<file path="src/rtl/hazard_ctrl_if.sv">
// hazard_ctrl_if: pipeline hazard bus between the core datapath (master) and the sequencer (slave)
interface hazard_ctrl_if;
    logic [4:0]  Rs1D, Rs2D, rs1_addr_E, rs2_addr_E, RdE, RdM, RdW;
    logic [1:0]  ResultSrcE;
    logic        RegWriteM, RegWriteW;
    logic        BranchE, JumpE, jalrE, BranchTakenE, Predict_branchE;
    logic        MemReqM, DmemReadyM;
    logic        StallF, StallD, StallE, StallM;
    logic        FlushD, FlushE, FlushW;
    logic [1:0]  ForwardAE, ForwardBE;
    logic        RedirectE, RedirectSelE;
    logic        BpUpdateEn, BpUpdateTaken;
    logic        MemErr;
    logic [31:0] MispredCnt, StallCnt;

    modport master (
        output Rs1D, Rs2D, rs1_addr_E, rs2_addr_E, RdE, RdM, RdW, ResultSrcE, RegWriteM, RegWriteW,
               BranchE, JumpE, jalrE, BranchTakenE, Predict_branchE, MemReqM, DmemReadyM,
        input  StallF, StallD, StallE, StallM, FlushD, FlushE, FlushW, ForwardAE, ForwardBE,
               RedirectE, RedirectSelE, BpUpdateEn, BpUpdateTaken, MemErr, MispredCnt, StallCnt
    );

    modport slave (
        input  Rs1D, Rs2D, rs1_addr_E, rs2_addr_E, RdE, RdM, RdW, ResultSrcE, RegWriteM, RegWriteW,
               BranchE, JumpE, jalrE, BranchTakenE, Predict_branchE, MemReqM, DmemReadyM,
        output StallF, StallD, StallE, StallM, FlushD, FlushE, FlushW, ForwardAE, ForwardBE,
               RedirectE, RedirectSelE, BpUpdateEn, BpUpdateTaken, MemErr, MispredCnt, StallCnt
    );
endinterface

</file>
<file path="src/rtl/hazard_ctrl.sv">
// hazard_ctrl: 5-stage pipeline stall/flush/forward/redirect sequencer with memory-wait watchdog; optional perf counters via HAZ_PERF_CNT_EN
module hazard_ctrl #(
    parameter int MEM_TIMEOUT = 15
) (
    input  logic          clk,
    input  logic          rst,
    hazard_ctrl_if.slave  bus
);
    localparam int CW = $clog2(MEM_TIMEOUT + 1);

    typedef enum logic {RUN, MEM_WAIT} state_t;

    state_t        r_state, w_state_nxt;
    logic [CW-1:0] r_cnt, w_cnt_nxt;
    logic          r_mem_err, w_err_set;
    logic          w_timeout, w_memstall, w_mis, w_lu, w_live;

    assign w_live     = rst;
    assign w_timeout  = (r_state == MEM_WAIT) && (r_cnt == CW'(MEM_TIMEOUT));
    assign w_memstall = bus.MemReqM & ~bus.DmemReadyM & ~w_timeout;
    assign w_mis      = (bus.BranchE & (bus.BranchTakenE ^ bus.Predict_branchE))
                      | (bus.JumpE & ~bus.Predict_branchE) | bus.jalrE;
    assign w_lu       = (bus.ResultSrcE == 2'b01) && (bus.RdE != 5'd0)
                      && ((bus.RdE == bus.Rs1D) || (bus.RdE == bus.Rs2D));

    // Memory wait sequencing: enter on an unfinished access, leave on ready or watchdog expiry
    always_comb begin
        w_state_nxt = r_state;
        w_cnt_nxt   = r_cnt;
        w_err_set   = 1'b0;
        if (r_state == RUN) begin
            if (bus.MemReqM && !bus.DmemReadyM) begin
                w_state_nxt = MEM_WAIT;
                w_cnt_nxt   = CW'(1);
            end
        end else if (bus.DmemReadyM) begin
            w_state_nxt = RUN;
            w_cnt_nxt   = '0;
        end else if (w_timeout) begin
            w_state_nxt = RUN;
            w_cnt_nxt   = '0;
            w_err_set   = 1'b1;
        end else begin
            w_cnt_nxt   = r_cnt + CW'(1);
        end
    end

    // State, wait counter and sticky timeout flag
    always_ff @(posedge clk or negedge rst) begin
        if (!rst) begin
            r_state   <= RUN;
            r_cnt     <= '0;
            r_mem_err <= 1'b0;
        end else begin
            r_state   <= w_state_nxt;
            r_cnt     <= w_cnt_nxt;
            r_mem_err <= r_mem_err | w_err_set;
        end
    end

    // Forwarding selects: M result beats W result; x0 is never forwarded
    always_comb begin
        bus.ForwardAE = 2'b00;
        bus.ForwardBE = 2'b00;
        if (w_live) begin
            bus.ForwardAE = (bus.RegWriteM && bus.RdM != 5'd0 && bus.RdM == bus.rs1_addr_E) ? 2'b10 :
                            (bus.RegWriteW && bus.RdW != 5'd0 && bus.RdW == bus.rs1_addr_E) ? 2'b01 : 2'b00;
            bus.ForwardBE = (bus.RegWriteM && bus.RdM != 5'd0 && bus.RdM == bus.rs2_addr_E) ? 2'b10 :
                            (bus.RegWriteW && bus.RdW != 5'd0 && bus.RdW == bus.rs2_addr_E) ? 2'b01 : 2'b00;
        end
    end

    // Memory stall defers everything; a mispredict squashes D so it overrides load-use
    assign bus.StallF        = w_live & (w_memstall | (w_lu & ~w_mis));
    assign bus.StallD        = w_live & (w_memstall | (w_lu & ~w_mis));
    assign bus.StallE        = w_live & w_memstall;
    assign bus.StallM        = w_live & w_memstall;
    assign bus.FlushD        = ~w_live | (~w_memstall & w_mis);
    assign bus.FlushE        = ~w_live | (~w_memstall & (w_mis | w_lu));
    assign bus.FlushW        = ~w_live | w_memstall;
    assign bus.RedirectE     = w_live & ~w_memstall & w_mis;
    assign bus.RedirectSelE  = bus.jalrE | bus.JumpE | bus.BranchTakenE;
    assign bus.BpUpdateEn    = w_live & bus.BranchE & ~w_memstall;
    assign bus.BpUpdateTaken = bus.BranchTakenE;
    assign bus.MemErr        = r_mem_err;

`ifdef HAZ_PERF_CNT_EN
    logic [31:0] r_mis_cnt, r_stall_cnt;

    // Wrapping counts of redirect cycles and memory-stall cycles
    always_ff @(posedge clk or negedge rst) begin
        if (!rst) begin
            r_mis_cnt   <= '0;
            r_stall_cnt <= '0;
        end else begin
            r_mis_cnt   <= r_mis_cnt + {31'd0, bus.RedirectE};
            r_stall_cnt <= r_stall_cnt + {31'd0, w_memstall};
        end
    end

    assign bus.MispredCnt = r_mis_cnt;
    assign bus.StallCnt   = r_stall_cnt;
`else
    assign bus.MispredCnt = 32'd0;
    assign bus.StallCnt   = 32'd0;
`endif
endmodule

</file>
<file path="src/flat_wrapper.sv">
// flat-port wrapper written by rule: the top's interface ports become plain ports
module hazard_ctrl_flat 
#(
    parameter int MEM_TIMEOUT = 15
)
  (clk, rst, bus_Rs1D, bus_Rs2D, bus_rs1_addr_E, bus_rs2_addr_E, bus_RdE, bus_RdM, bus_RdW, bus_ResultSrcE, bus_RegWriteM, bus_RegWriteW, bus_BranchE, bus_JumpE, bus_jalrE, bus_BranchTakenE, bus_Predict_branchE, bus_MemReqM, bus_DmemReadyM, bus_StallF, bus_StallD, bus_StallE, bus_StallM, bus_FlushD, bus_FlushE, bus_FlushW, bus_ForwardAE, bus_ForwardBE, bus_RedirectE, bus_RedirectSelE, bus_BpUpdateEn, bus_BpUpdateTaken, bus_MemErr, bus_MispredCnt, bus_StallCnt);
  hazard_ctrl_if bus_i ();
  input  logic clk;
  input  logic rst;
  input wire logic [$bits(bus_i.Rs1D)-1:0] bus_Rs1D;
  input wire logic [$bits(bus_i.Rs2D)-1:0] bus_Rs2D;
  input wire logic [$bits(bus_i.rs1_addr_E)-1:0] bus_rs1_addr_E;
  input wire logic [$bits(bus_i.rs2_addr_E)-1:0] bus_rs2_addr_E;
  input wire logic [$bits(bus_i.RdE)-1:0] bus_RdE;
  input wire logic [$bits(bus_i.RdM)-1:0] bus_RdM;
  input wire logic [$bits(bus_i.RdW)-1:0] bus_RdW;
  input wire logic [$bits(bus_i.ResultSrcE)-1:0] bus_ResultSrcE;
  input wire logic [$bits(bus_i.RegWriteM)-1:0] bus_RegWriteM;
  input wire logic [$bits(bus_i.RegWriteW)-1:0] bus_RegWriteW;
  input wire logic [$bits(bus_i.BranchE)-1:0] bus_BranchE;
  input wire logic [$bits(bus_i.JumpE)-1:0] bus_JumpE;
  input wire logic [$bits(bus_i.jalrE)-1:0] bus_jalrE;
  input wire logic [$bits(bus_i.BranchTakenE)-1:0] bus_BranchTakenE;
  input wire logic [$bits(bus_i.Predict_branchE)-1:0] bus_Predict_branchE;
  input wire logic [$bits(bus_i.MemReqM)-1:0] bus_MemReqM;
  input wire logic [$bits(bus_i.DmemReadyM)-1:0] bus_DmemReadyM;
  output wire logic [$bits(bus_i.StallF)-1:0] bus_StallF;
  output wire logic [$bits(bus_i.StallD)-1:0] bus_StallD;
  output wire logic [$bits(bus_i.StallE)-1:0] bus_StallE;
  output wire logic [$bits(bus_i.StallM)-1:0] bus_StallM;
  output wire logic [$bits(bus_i.FlushD)-1:0] bus_FlushD;
  output wire logic [$bits(bus_i.FlushE)-1:0] bus_FlushE;
  output wire logic [$bits(bus_i.FlushW)-1:0] bus_FlushW;
  output wire logic [$bits(bus_i.ForwardAE)-1:0] bus_ForwardAE;
  output wire logic [$bits(bus_i.ForwardBE)-1:0] bus_ForwardBE;
  output wire logic [$bits(bus_i.RedirectE)-1:0] bus_RedirectE;
  output wire logic [$bits(bus_i.RedirectSelE)-1:0] bus_RedirectSelE;
  output wire logic [$bits(bus_i.BpUpdateEn)-1:0] bus_BpUpdateEn;
  output wire logic [$bits(bus_i.BpUpdateTaken)-1:0] bus_BpUpdateTaken;
  output wire logic [$bits(bus_i.MemErr)-1:0] bus_MemErr;
  output wire logic [$bits(bus_i.MispredCnt)-1:0] bus_MispredCnt;
  output wire logic [$bits(bus_i.StallCnt)-1:0] bus_StallCnt;
  assign bus_i.Rs1D = bus_Rs1D;
  assign bus_i.Rs2D = bus_Rs2D;
  assign bus_i.rs1_addr_E = bus_rs1_addr_E;
  assign bus_i.rs2_addr_E = bus_rs2_addr_E;
  assign bus_i.RdE = bus_RdE;
  assign bus_i.RdM = bus_RdM;
  assign bus_i.RdW = bus_RdW;
  assign bus_i.ResultSrcE = bus_ResultSrcE;
  assign bus_i.RegWriteM = bus_RegWriteM;
  assign bus_i.RegWriteW = bus_RegWriteW;
  assign bus_i.BranchE = bus_BranchE;
  assign bus_i.JumpE = bus_JumpE;
  assign bus_i.jalrE = bus_jalrE;
  assign bus_i.BranchTakenE = bus_BranchTakenE;
  assign bus_i.Predict_branchE = bus_Predict_branchE;
  assign bus_i.MemReqM = bus_MemReqM;
  assign bus_i.DmemReadyM = bus_DmemReadyM;
  assign bus_StallF = bus_i.StallF;
  assign bus_StallD = bus_i.StallD;
  assign bus_StallE = bus_i.StallE;
  assign bus_StallM = bus_i.StallM;
  assign bus_FlushD = bus_i.FlushD;
  assign bus_FlushE = bus_i.FlushE;
  assign bus_FlushW = bus_i.FlushW;
  assign bus_ForwardAE = bus_i.ForwardAE;
  assign bus_ForwardBE = bus_i.ForwardBE;
  assign bus_RedirectE = bus_i.RedirectE;
  assign bus_RedirectSelE = bus_i.RedirectSelE;
  assign bus_BpUpdateEn = bus_i.BpUpdateEn;
  assign bus_BpUpdateTaken = bus_i.BpUpdateTaken;
  assign bus_MemErr = bus_i.MemErr;
  assign bus_MispredCnt = bus_i.MispredCnt;
  assign bus_StallCnt = bus_i.StallCnt;
  hazard_ctrl #(.MEM_TIMEOUT(MEM_TIMEOUT)) u_core (.clk(clk), .rst(rst), .bus(bus_i));
endmodule
</file>
<file path="config.mk">
export PLATFORM = sky130hd
export DESIGN_NAME = hazard_ctrl_flat
export DESIGN_NICKNAME = d
export VERILOG_FILES = /design/src/rtl/hazard_ctrl_if.sv /design/src/rtl/hazard_ctrl.sv /design/src/flat_wrapper.sv
export SDC_FILE = /design/constraint.sdc
export NUM_CORES = 1
export LEC_CHECK = 0
export CORE_UTILIZATION = 33
export CTS_BUF_LIST = sky130_fd_sc_hd__clkbuf_4 sky130_fd_sc_hd__clkbuf_8
export CTS_CLUSTER_DIAMETER = 80
export DETAILED_ROUTE_END_ITERATION = 6
export HOLD_SLACK_MARGIN = 0.06
export PLACE_DENSITY = 0.88
export SYNTH_ARGS = -nofsm -noshare
export SYNTH_HDL_FRONTEND = slang
export SYNTH_SLANG_ARGS = --single-unit
</file>
<file path="constraint.sdc">
create_clock -name clk -period 5.1 [get_ports clk]
set_input_delay 1.53 -clock clk [delete_from_list [all_inputs] [get_ports clk]]
set_output_delay 1.53 -clock clk [all_outputs]
set_load 0.05 [all_outputs]
</file>
Word level (Yosys, flattened, before mapping)
Cells that the tools add are included.
Word-level totals
  input bits: 48
  word-level logic and storage cells: 75
  output and inout bits: 80
  register bits after elaboration: 6
Operators by class
  reduce and logical (&&, ||, !) cells: 16
  equality and inequality tests: 8
  bitwise operators: 30
  $add $sub $neg: 1
  muxes and demuxes: 17
Operator list (count)
  == test 5 bit: 6
  2-to-1 mux 4 bit: 4
  nonzero test 5 bit: 3
  AND 1 bit: 13
  logical AND 1 bit: 10
  bitwise OR 1 bit: 10
  2-to-1 mux 1 bit: 9
  2-to-1 mux 2 bit: 4
  NOT 1 bit: 6
  adder 4 x 1 -> 4 bit (second input constant): 1
  == test 4 bit (second input constant): 1
  == test 2 x 1 -> 1 bit (second input constant): 1
  nonzero test 2 bit: 1
  zero test 1 bit: 1
  logical OR 1 bit: 1
  bitwise XOR 1 bit: 1

Longest topological paths before layout
  depth after elaboration: 8
  depth in mapped cells: 6
  gate-level depth less buffers: 5

Worst setup path before layout
Ideal clock, no wire load.
  path kind: input port to output port
  start point: input bus_MemReqM
  end point: output bus_StallF
  path buffers: 1
  cell stages on the path: 5
  path slack: -460 ps
  data arrival time: 4030 ps
  data required time: 3570 ps
  path through: nor2b_1 -> and2_1 -> o21ai_1 -> o31ai_1 -> buf_4
On the way
  word-level cells in the longest chain between the ends: 4
Ends and longest elaborated chain
  from (decl): RTL line flat_wrapper.sv:25  | input wire logic [$bits(bus_i.MemReqM)-1:0] bus_MemReqM;
  AND 1 bit (2 in series): RTL line hazard_ctrl.sv:20  | assign w_memstall = bus.MemReqM & ~bus.DmemReadyM & ~w_timeout;
  bitwise OR 1 bit
  AND 1 bit
  to (decl): RTL line flat_wrapper.sv:27  | output wire logic [$bits(bus_i.StallF)-1:0] bus_StallF;
No other way between the ends.

Worst setup path after layout
  start point: input bus_RdM[0]
  end point: output bus_ForwardBE[0]
On the way
  word-level cells in the longest chain between the ends: 5
  elaborated cells on any way between the ends: 6
  classes of those cells: eq/ne: 1; mux: 2; reduce/logical: 3
Ends and longest elaborated chain
  from (decl): RTL line flat_wrapper.sv:15  | input wire logic [$bits(bus_i.RdM)-1:0] bus_RdM;
  nonzero test 5 bit: RTL line hazard_ctrl.sv:68  | bus.ForwardBE = (bus.RegWriteM && bus.RdM != 5'd0 && bus.RdM == bus.rs2_addr_E) ? 2'b10 :
  logical AND 1 bit: RTL line hazard_ctrl.sv:68
  logical AND 1 bit *: RTL line hazard_ctrl.sv:68
  2-to-1 mux 2 bit *: RTL line hazard_ctrl.sv:68
  2-to-1 mux 2 bit *: RTL line hazard_ctrl.sv:65  | if (w_live) begin
  to (decl): RTL line flat_wrapper.sv:35  | output wire logic [$bits(bus_i.ForwardBE)-1:0] bus_ForwardBE;
Every way passes the cells marked *; elsewhere a longest branch is shown, timed or not.

==> PnR_summary.wiki <==
{| class="wikitable"
! Metric !! Value
|-
| Outcome || complete, no violations
|-
| Std-Cell Core Area || 0.003716 mm^2
|-
| Post-DRT Antenna Nets || 0
|-
| Actual slew at the worst max-slew pin || 0.5068 ns
|-
| Share of synthesized area occupied by flip-flops and latches || 0.1154
|-
| Post-cts resize count || 0
|-
| Global-route congestion overflow total || 0
|-
| Effective utilization at floorplan || 0.3502
|-
| Leading cell type by number of instances after synthesis || sky130_fd_sc_hd__buf_4
|-
| CTS Buf Count || 3
|-
| Number of maximum-capacitance violations || 0
|-
| Die Span Y || 64.80 um
|-
| Fillcell total || 369
|-
| Ys async rst share || 1.000
|-
| Cell chosen for the clock root || sky130_fd_sc_hd__clkbuf_8
|-
| Number of global-route vias before repair || 1080
|-
| Final critical-path share of the clock period || 0.9654
|-
| Final Slew Violations || 0
|-
| Post-detailed-route wirelength per cell || 10.16 um
|-
| Flip-flop and latch count after synthesis || 6
|-
| Count of flip-flops with a built-in enable after synthesis || 0
|-
| Clk Latency, worst-skew pair || 0.22 ns
|-
| Dominant cell type by area after synthesis || sky130_fd_sc_hd__buf_4
|-
| Clk sinks || 6
|-
| Routability congestion estimate from global placement || 0.7916
|-
| Met3 track utilization from global routing || 0.03521
|-
| Routed wire length || 2803 um
|-
| Drt pass-1 iters || 4
|-
| Maximum vdd drop || 0.06729 mV
|-
| Total standard cell area after synthesis || 0.001301 mm^2
|-
| Most instantiated cells after synthesis || 67 x sky130_fd_sc_hd__buf_4, 26 x sky130_fd_sc_hd__xor2_1, 8 x sky130_fd_sc_hd__nand2_1
|-
| Input/output buffers || 63
|-
| Avg Cell Area, Syn || 7.886 um^2
|-
| Final hold violations || 0
|-
| Worst slew margin || 0.6611
|-
| GR Util met1 || 0.1300
|-
| Fraction of synthesized cell area taken by the top area cell type || 0.3865
|-
| Cells taking the most area after synthesis || sky130_fd_sc_hd__buf_4 39%, sky130_fd_sc_hd__xor2_1 18%, sky130_fd_sc_hd__dfrtp_1 12%, sky130_fd_sc_hd__xnor2_1 4.0%, sky130_fd_sc_hd__or4_1 2.9%
|-
| Number of cells produced by synthesis || 165
|-
| Required time of the critical path || 3.57 ns
|-
| Nature of the critical path endpoint || output port
|-
| Number of remaining DRC errors || 0
|-
| TritonCTS clock tree || done
|-
| Largest net degree at the start of global routing || 13
|-
| Number of different library cells in the post-synthesis netlist || 34
|-
| Number of I/O pins || 128
|-
| Final clock skew || 0.004009 ns
|-
| Critical path start-end classification || primary input to output port
|-
| Worst Path Max Fanout || 3
|-
| Class of the most critical hold timing path || register to register
|-
| Routed vias/inst || 4.072
|-
| Overall power after layout || 353.5 uW
|-
| P&R area growth vs syn || 41.15%
|-
| Global-route track usage on met2 || 0.2839
|-
| Final count of negative-setup-slack endpoints || 0
|-
| Initial antenna violation count || 0
|-
| Number of synthesis warnings || 0
|-
| Area enclosed by the die boundary || 0.004198 mm^2
|-
| Die X || 64.80 um
|-
| Detail Placement HPWL || 2598 um
|-
| Crit path DAT || 3.39 ns
|-
| Total routing usage reported by global routing || 0.1389
|-
| Area occupied by multi-input gates || 865.8 um^2
|-
| Most heavily used metal layer in global routing || met2
|-
| Proportion of layout cells with a drive suffix above 1 || 0.1053
|-
| Power density relative to cell area || 192.4 mW/mm^2
|-
| Number of nets in the layout || 279
|-
| Wire length of the first global-routing pass || 4554 um
|-
| Drt first-iter violations || 17
|-
| Row count || 22
|-
| Clock transition at path regs || 0.04 ns
|-
| Final period demand of the worst path || 4.923 ns
|-
| Clock H-tree levels || 1
|-
| Hold-fix buffers at CTS || 0
|-
| # Post-CTS Setup Buffers || 0
|-
| Total leakage power || 0.0008611 uW
|-
| Count of antenna diodes in the layout || 0
|-
| Number of vias in the routed layout || 1124
|-
| Ys flop type || sky130_fd_sc_hd__dfrtp_1
|-
| Highest clock frequency the design can meet || 0.2031 GHz
|-
| Setup tns final || 0 ns
|-
| Storage element area || 150.1 um^2
|-
| CTS max path bufs || 2
|-
| RSZ-0062 raised after global routing || false
|-
| Sort of element at the start of the critical path || primary input
|}
metal layers:
metal  share of wire  wire length, um
met2            0.58             1629
met1            0.32              906
met3           0.086              240
met5               0                0
met4          0.0093               26
sequential cells by signal (all words and copies together), names as in the netlist:
name / flops
u_core.r_cnt: 4
u_core.bus.MemErr: 1
u_core.r_state: 1
layout make-up:
| type | count | area share |
|---|---|---|
| multi-input cells | 149 | 0.4714 |
| clock buffers | 3 | 0.02248 |
| well taps | 48 | 0.03270 |
| flip-flops and latches | 6 | 0.08174 |
| repair buffers | 65 | 0.3815 |
| inverters | 5 | 0.01022 |
power by group:
group / switching [uW] / total [uW] / internal [uW]
clock network: 20.2 / 70.9 / 50.7
registers: 4.80 / 57.0 / 52.2
logic: 161 / 226 / 65.0
total: 186 / 353 / 168
per-stage QoR:
step,cell area (um^2),worst slack (ns),hold WS [ns],utilization,cells
final,1837,0.1766,0.5134,0.4943,276
after global routing,1837,0.07840,0.5401,0.4943,276
after CTS,1837,0.1713,0.5064,0.4943,276
after detailed placement,1795,0.1713,0.4938,0.4832,273
after global placement,1795,0.2105,0.4669,0.4832,273
after floorplan,1543,0.01125,0.4911,-,228
worst paths after layout:
path	startpoint	endpoint	slack (ns)	cells past startpoint
worst min register to register	u_core.bus.MemErr	u_core.bus.MemErr	0.51	1
worst max register to register	u_core.r_cnt[0]	u_core.r_cnt[3]	3.88	4
worst max-delay path	bus_RdM[0]	bus_ForwardBE[0]	0.18	6
max in group asynchronous	rst	u_core.r_cnt[2]	3.28	2
worst min-delay path	u_core.bus.MemErr	u_core.bus.MemErr	0.51	1
min in group asynchronous	rst	u_core.r_cnt[0]	1.68	2
placed cells by master, fill, tap and decap left out, types with 3 or more instances in the layout:
master,Yosys,routed
sky130_fd_sc_hd__buf_12,0,7
sky130_fd_sc_hd__buf_4,67,8
sky130_fd_sc_hd__clkbuf_8,0,3
sky130_fd_sc_hd__clkdlybuf4s50_1,0,50
sky130_fd_sc_hd__conb_1,1,64
sky130_fd_sc_hd__dfrtp_1,6,6
sky130_fd_sc_hd__inv_1,5,5
sky130_fd_sc_hd__nand2_1,8,8
sky130_fd_sc_hd__nand3_1,4,4
sky130_fd_sc_hd__nor2_1,4,4
sky130_fd_sc_hd__o21ai_0,3,3
sky130_fd_sc_hd__or4_1,5,5
sky130_fd_sc_hd__xnor2_1,6,6
sky130_fd_sc_hd__xor2_1,26,26
critical path: stages:
cell	delay (ns)
sky130_fd_sc_hd__clkdlybuf4s50_1	0.47
sky130_fd_sc_hd__or4_1	0.56
sky130_fd_sc_hd__o21ai_2	0.15
sky130_fd_sc_hd__nor4_1	0.09
sky130_fd_sc_hd__nor4_2	0.40
sky130_fd_sc_hd__buf_12	0.19
kinds of logic (layout without fill, tap and decap cells):
logic type | after synthesis | in the layout | synth area share
AO/OA/AOI/OAI | 15 | 15 | 0.08268
XOR/XNOR | 32 | 32 | 0.2154
adder cells (fa/ha/maj) | 1 | 1 | 0.009614
buffers and inverters | 73 | 73 | 0.4048
flip-flops | 6 | 6 | 0.1154
multiplexers | 1 | 1 | 0.007693
other | 1 | 64 | 0.002882
AND/OR/NAND/NOR | 36 | 36 | 0.1615
Note: power is estimated with default switching activity, not from simulation.
